`src/rtl/wordle_guess_engine.sv`:
```
// Wordle guess engine: collects letter entry into a 5-cell row and scores it against
// the latched target with duplicate-aware rules, driving the renderer's cell bus.
module wordle_guess_engine #(
  parameter int         MAX_GUESSES = 6,
  parameter logic [4:0] BLANK_CODE  = 5'd26
) (
  input  logic        dclk,
  input  logic        clr,
  input  logic        new_game,
  input  logic [24:0] target_word,
  input  logic        letter_valid,
  input  logic [4:0]  letter_code,
  input  logic        backspace,
  input  logic        submit,
  output logic [34:0] display,
  output logic        busy,
  output logic        eval_done,
  output logic [2:0]  guess_count,
  output logic        win,
  output logic        lose
);

  // state    | meaning
  // ENTRY    | typing letters into the current row
  // GREEN    | exact-position matches computed
  // YELLOW   | one guess position per cycle checked for misplaced letters
  // RESULT   | scored row shown, waiting for the first letter of the next guess
  // WON      | game won, display frozen
  // LOST     | game lost, target revealed
  localparam logic [2:0] S_ENTRY  = 3'd0;
  localparam logic [2:0] S_GREEN  = 3'd1;
  localparam logic [2:0] S_YELLOW = 3'd2;
  localparam logic [2:0] S_RESULT = 3'd3;
  localparam logic [2:0] S_WON    = 3'd4;
  localparam logic [2:0] S_LOST   = 3'd5;

  localparam logic [6:0]  CELL_BLANK = {2'b00, BLANK_CODE};
  localparam logic [34:0] ROW_BLANK  = {5{CELL_BLANK}};
  localparam logic [2:0]  MAX_GC     = 3'(MAX_GUESSES);

  logic [2:0]  state_q, state_d;
  logic [34:0] display_q, display_d;
  logic [2:0]  len_q, len_d;
  logic [2:0]  gcnt_q, gcnt_d;
  logic        win_q, win_d;
  logic        lose_q, lose_d;
  logic        eval_done_q, eval_done_d;
  logic [24:0] target_q, target_d;
  logic [4:0]  g_q, g_d;
  logic [4:0]  y_q, y_d;
  logic [4:0]  used_q, used_d;
  logic [2:0]  idx_q, idx_d;

  logic        letter_ok;
  logic [4:0]  cur_letter;
  logic        yel_hit;
  logic [2:0]  yel_j;
  logic [2:0]  gcnt_next;

  assign letter_ok = letter_valid && (letter_code <= 5'd25);
  assign gcnt_next = (gcnt_q < MAX_GC) ? gcnt_q + 3'd1 : gcnt_q;

  // Lowest unused target position matching the guess letter under examination.
  always_comb begin
    cur_letter = '0;
    yel_hit    = 1'b0;
    yel_j      = '0;
    for (int i = 0; i < 5; i++)
      if (idx_q == 3'(i)) cur_letter = display_q[7*i +: 5];
    for (int j = 4; j >= 0; j--) begin
      if (!used_q[j] && (target_q[5*j +: 5] == cur_letter)) begin
        yel_hit = 1'b1;
        yel_j   = 3'(j);
      end
    end
  end

  always_comb begin
    state_d     = state_q;
    display_d   = display_q;
    len_d       = len_q;
    gcnt_d      = gcnt_q;
    win_d       = win_q;
    lose_d      = lose_q;
    eval_done_d = 1'b0;
    target_d    = target_q;
    g_d         = g_q;
    y_d         = y_q;
    used_d      = used_q;
    idx_d       = idx_q;

    if (new_game) begin
      state_d   = S_ENTRY;
      display_d = ROW_BLANK;
      len_d     = '0;
      gcnt_d    = '0;
      win_d     = 1'b0;
      lose_d    = 1'b0;
      target_d  = target_word;
      g_d       = '0;
      y_d       = '0;
      used_d    = '0;
      idx_d     = '0;
    end else begin
      case (state_q)
        S_ENTRY: begin
          if (submit) begin
            if (len_q == 3'd5) state_d = S_GREEN;
          end else if (backspace) begin
            if (len_q != 3'd0) begin
              len_d = len_q - 3'd1;
              for (int i = 0; i < 5; i++)
                if (len_q == 3'(i + 1)) display_d[7*i +: 7] = CELL_BLANK;
            end
          end else if (letter_ok && (len_q < 3'd5)) begin
            len_d = len_q + 3'd1;
            for (int i = 0; i < 5; i++)
              if (len_q == 3'(i)) display_d[7*i +: 7] = {2'b00, letter_code};
          end
        end
        S_GREEN: begin
          for (int i = 0; i < 5; i++)
            g_d[i] = (display_q[7*i +: 5] == target_q[5*i +: 5]);
          used_d  = g_d;
          y_d     = '0;
          idx_d   = '0;
          state_d = S_YELLOW;
        end
        S_YELLOW: begin
          if (!g_q[idx_q] && yel_hit) begin
            y_d[idx_q]    = 1'b1;
            used_d[yel_j] = 1'b1;
          end
          if (idx_q == 3'd4) begin
            // All five statuses land on one edge so the renderer never sees a partial row.
            for (int i = 0; i < 5; i++)
              display_d[7*i + 5 +: 2] = g_q[i] ? 2'd1 : (y_d[i] ? 2'd2 : 2'd0);
            gcnt_d      = gcnt_next;
            eval_done_d = 1'b1;
            if (&g_q) begin
              state_d = S_WON;
              win_d   = 1'b1;
            end else if (gcnt_next == MAX_GC) begin
              state_d = S_LOST;
              lose_d  = 1'b1;
              for (int i = 0; i < 5; i++)
                display_d[7*i +: 7] = {2'b11, target_q[5*i +: 5]};
            end else begin
              state_d = S_RESULT;
            end
          end else begin
            idx_d = idx_q + 3'd1;
          end
        end
        S_RESULT: begin
          if (!submit && !backspace && letter_ok) begin
            display_d        = ROW_BLANK;
            display_d[6:0]   = {2'b00, letter_code};
            len_d            = 3'd1;
            state_d          = S_ENTRY;
          end
        end
        default: ;
      endcase
    end
  end

  always_ff @(posedge dclk or posedge clr) begin
    if (clr) begin
      state_q     <= S_ENTRY;
      display_q   <= ROW_BLANK;
      len_q       <= '0;
      gcnt_q      <= '0;
      win_q       <= 1'b0;
      lose_q      <= 1'b0;
      eval_done_q <= 1'b0;
      target_q    <= '0;
      g_q         <= '0;
      y_q         <= '0;
      used_q      <= '0;
      idx_q       <= '0;
    end else begin
      state_q     <= state_d;
      display_q   <= display_d;
      len_q       <= len_d;
      gcnt_q      <= gcnt_d;
      win_q       <= win_d;
      lose_q      <= lose_d;
      eval_done_q <= eval_done_d;
      target_q    <= target_d;
      g_q         <= g_d;
      y_q         <= y_d;
      used_q      <= used_d;
      idx_q       <= idx_d;
    end
  end

  assign display     = display_q;
  assign busy        = (state_q == S_GREEN) || (state_q == S_YELLOW);
  assign eval_done   = eval_done_q;
  assign guess_count = gcnt_q;
  assign win         = win_q;
  assign lose        = lose_q;

endmodule

```
`config.mk`:
```
export PLATFORM = sky130hd
export DESIGN_NAME = wordle_guess_engine
export DESIGN_NICKNAME = d
export VERILOG_FILES = /design/src/rtl/wordle_guess_engine.sv
export SDC_FILE = /design/constraint.sdc
export NUM_CORES = 1
export LEC_CHECK = 0
export BUFFER_PORTS_ARGS = -buffer_cell sky130_fd_sc_hd__buf_2
export CELL_PAD_IN_SITES_DETAIL_PLACEMENT = 0
export CELL_PAD_IN_SITES_GLOBAL_PLACEMENT = 1
export CORE_ASPECT_RATIO = 0.6
export CORE_MARGIN = 5
export CORE_UTILIZATION = 33
export DETAILED_ROUTE_END_ITERATION = 16
export PLACE_DENSITY_LB_ADDON = 0.1
export SLEW_MARGIN = 10
export SYNTH_ARGS = -nofsm -noshare
export SYNTH_HDL_FRONTEND = slang
export SYNTH_SLANG_ARGS = --single-unit
export TNS_END_PERCENT = 30
```
`constraint.sdc`:
```
create_clock -name dclk -period 7.8 [get_ports dclk]
set_input_delay 1.56 -clock dclk [delete_from_list [all_inputs] [get_ports dclk]]
set_output_delay 1.56 -clock dclk [all_outputs]
set_load 0.005 [all_outputs]
```
==> reports/qor.csv <==
metric;value;unit
Final Wtd Congestion;0.827;
CTS root buf;clkbuf_16;
postcts setup bufs;0;
nets;719;
most frequent cells in the layout;77 x buf_2, 75 x dfrtp_1, 68 x a21oi_1, 48 x nand2_1, 45 x nor2_1;
Std-Cell Rows;37;
register area share after synthesis;40.1;%
Clock H-tree levels;3;
synthesized flop and latch total;90;
# hold bufs at CTS;0;
routed len/inst;20.5;um
Post-synth EDFFs;0;
crit path max fanout;11;
Mapped Cells;605;
WP data required;8010;ps
Period Utilization, post-route;48.0;%
worst-skew pair later-pin latency;340;ps
most common cell after layout, fill and taps aside;buf_2;
synth unique cells;72;
Total Power;2.32;mW
Post-DRT Antenna Nets;0;
Via-to-Cell Ratio;5.34;
Fillers;1766;
antenna violations before repair;0;
layout cells sized above 1;25.1;%
status;finished, final reports clean;
Tot GR Track Use;19.0;%
Top-Level Pins;78;
first-pass GRT wire length;29200;um
WP data arrival;3950;ps
Leakage Power;2.95;nW
Slew Limit Headroom;15.9;%
die height;111;um
worst slew pin tran;1250;ps
iteration-0 DRC count of the detailed router;364;
Mapped Area;0.00566;mm2
number of global-route vias before repair;4732;
ys async rst share;100;%
P per Cell Area;354;mW/mm2
met3 usage;4.58;%
largest net degree at the start of global routing;70;
grt met1 use;32.4;%
# diodes;0;
Setup TNS;0;ps
final instance area;0.00655;mm2
Avg Inst Size Synth;9.35;um2
Max Slew Vio Count;0;
die area;0.0199;mm2
peak supply drop;0.147;mV
TritonCTS clock tree;built;
Initial Util;33.3;%
Critical Path Sink Type;flop;
TritonRoute pass-1 iters;5;
worst min path class;reg2reg;
Syn. warnings;0;
dpl cell area;0.00624;mm2
clock tree buffer depth;2;
global routing's busiest layer;met1;
WS Path Type;reg2reg;
Final setup viols;0;
syn nets;653;
f_max;267;MHz
total gr overflow;0;
CP Launch Type;flop;
clk_skew;16.5;ps
Die Width;179;um
Area Growth Syn to Fin;15.7;%
hpwl dp;14300;um
Final Hold Vio Count;0;
ys flop type;dfrtp_1;
TritonCTS Sinks;90;
Residual DRC;0;
RSZ-0062 raised after global routing;false;
M2 GR Usage;23.6;%
core area;0.0170;mm2
Final min period;3740;ps
Clock transition at path regs;70;ps
Vias;4861;
final WL;18700;um
IO Port Bufs;77;
# resized after CTS;0;
max_cap viols;0;
CTS Buf Count;9;
==> cells by family after synthesis <==
logic type,Yosys count,synth area share (%)
AO/OA/AOI/OAI,180,21.3
XOR/XNOR,37,5.86
adder cells (fa/ha/maj),12,2.65
buffers and inverters,71,5.33
flip-flops,90,40.1
multiplexers,48,9.44
AND/OR/NAND/NOR,167,15.3
==> per-layer routing <==
metal / routed length (um) / vias up
met2: 7000 / 151
met5: 0 / -
met4: 141 / 0
li1: - / 2302
met1: 10400 / 2399
met3: 1160 / 9
==> critical path: stages (launching register included) <==
cell and delay, ps:
dfrtp_1 510, inv_1 170, ha_1 510, and2_1 530, a21boi_1 200, nor2_1 440
xnor2_2 190, nor4_4 100, or4_4 600, o211ai_2 250, o22ai_1 120
==> synth_stat cells, types with 7 or more instances <==
master    number  share of area, %
nor2_1        45               3.0
xnor2_1       29               4.5
ha_1          12               2.7
a21oi_1       68               6.0
dfstp_2       15               7.0
nor3_1        12               1.1
clkbuf_1      14              0.93
xor2_1         7               1.1
nand3_1       11              0.97
a22o_1         8               1.2
o21ai_0       36               3.2
mux2_2        33               6.6
nor2b_1        7              0.77
mux2i_1       14               2.5
dfrtp_1       75                33
or3_1          8              0.88
nand2_1       48               3.2
inv_1         43               2.9
o21ai_1        7              0.62
==> final cells by class <==
class                   count  area, um2  share of cell area [%]
well taps                 234        293                    4.47
inverters                  43        163                    2.49
flip-flops and latches     90       2270                    34.7
multi-input cells         444       3080                    47.1
repair buffers             83        430                    6.58
clock buffers              11        243                    3.71
clock inverters             5       61.3                   0.937
==> power by group <==
| group | internal (mW) | switching, mW | total (mW) |
|---|---|---|---|
| clock | 0.259 | 0.202 | 0.461 |
| sequential | 0.598 | 0.175 | 0.773 |
| combinational | 0.439 | 0.644 | 1.08 |
| total | 1.30 | 1.02 | 2.32 |
==> flip-flops by register name, indices dropped and copies added (netlist names) <==
signal / count
len_q: 3
idx_q: 3
state_q: 3
eval_done: 1
target_q: 25
lose: 1
guess_count: 3
display: 35
used_q: 5
y_q: 5
g_q: 5
win: 1
==> stage by stage <==
step | hold slack (ps) | instances | setup slack [ps] | utilization, %
after floorplan | 457 | 605 | 3930 | -
after global placement | 451 | 894 | 3890 | 36.7
after detailed placement | 454 | 894 | 3850 | 36.7
after CTS | 470 | 910 | 4090 | 38.5
after global routing | 502 | 910 | 3830 | 38.5
final | 462 | 910 | 4060 | 38.5
==> path summary, 6_finish.rpt <==
check,start,end,slack [ps],cells past startpoint
worst min register to register,display[33],display[33],460,2
max in group asynchronous,clr,target_q[23],5320,3
min in group asynchronous,clr,target_q[10],1270,2
worst min-delay path,display[33],display[33],460,2
worst max register to register,idx_q[0],y_q[2],4060,10
worst max-delay path,idx_q[0],y_q[2],4060,10
Power figures use the tool's default switching activity.
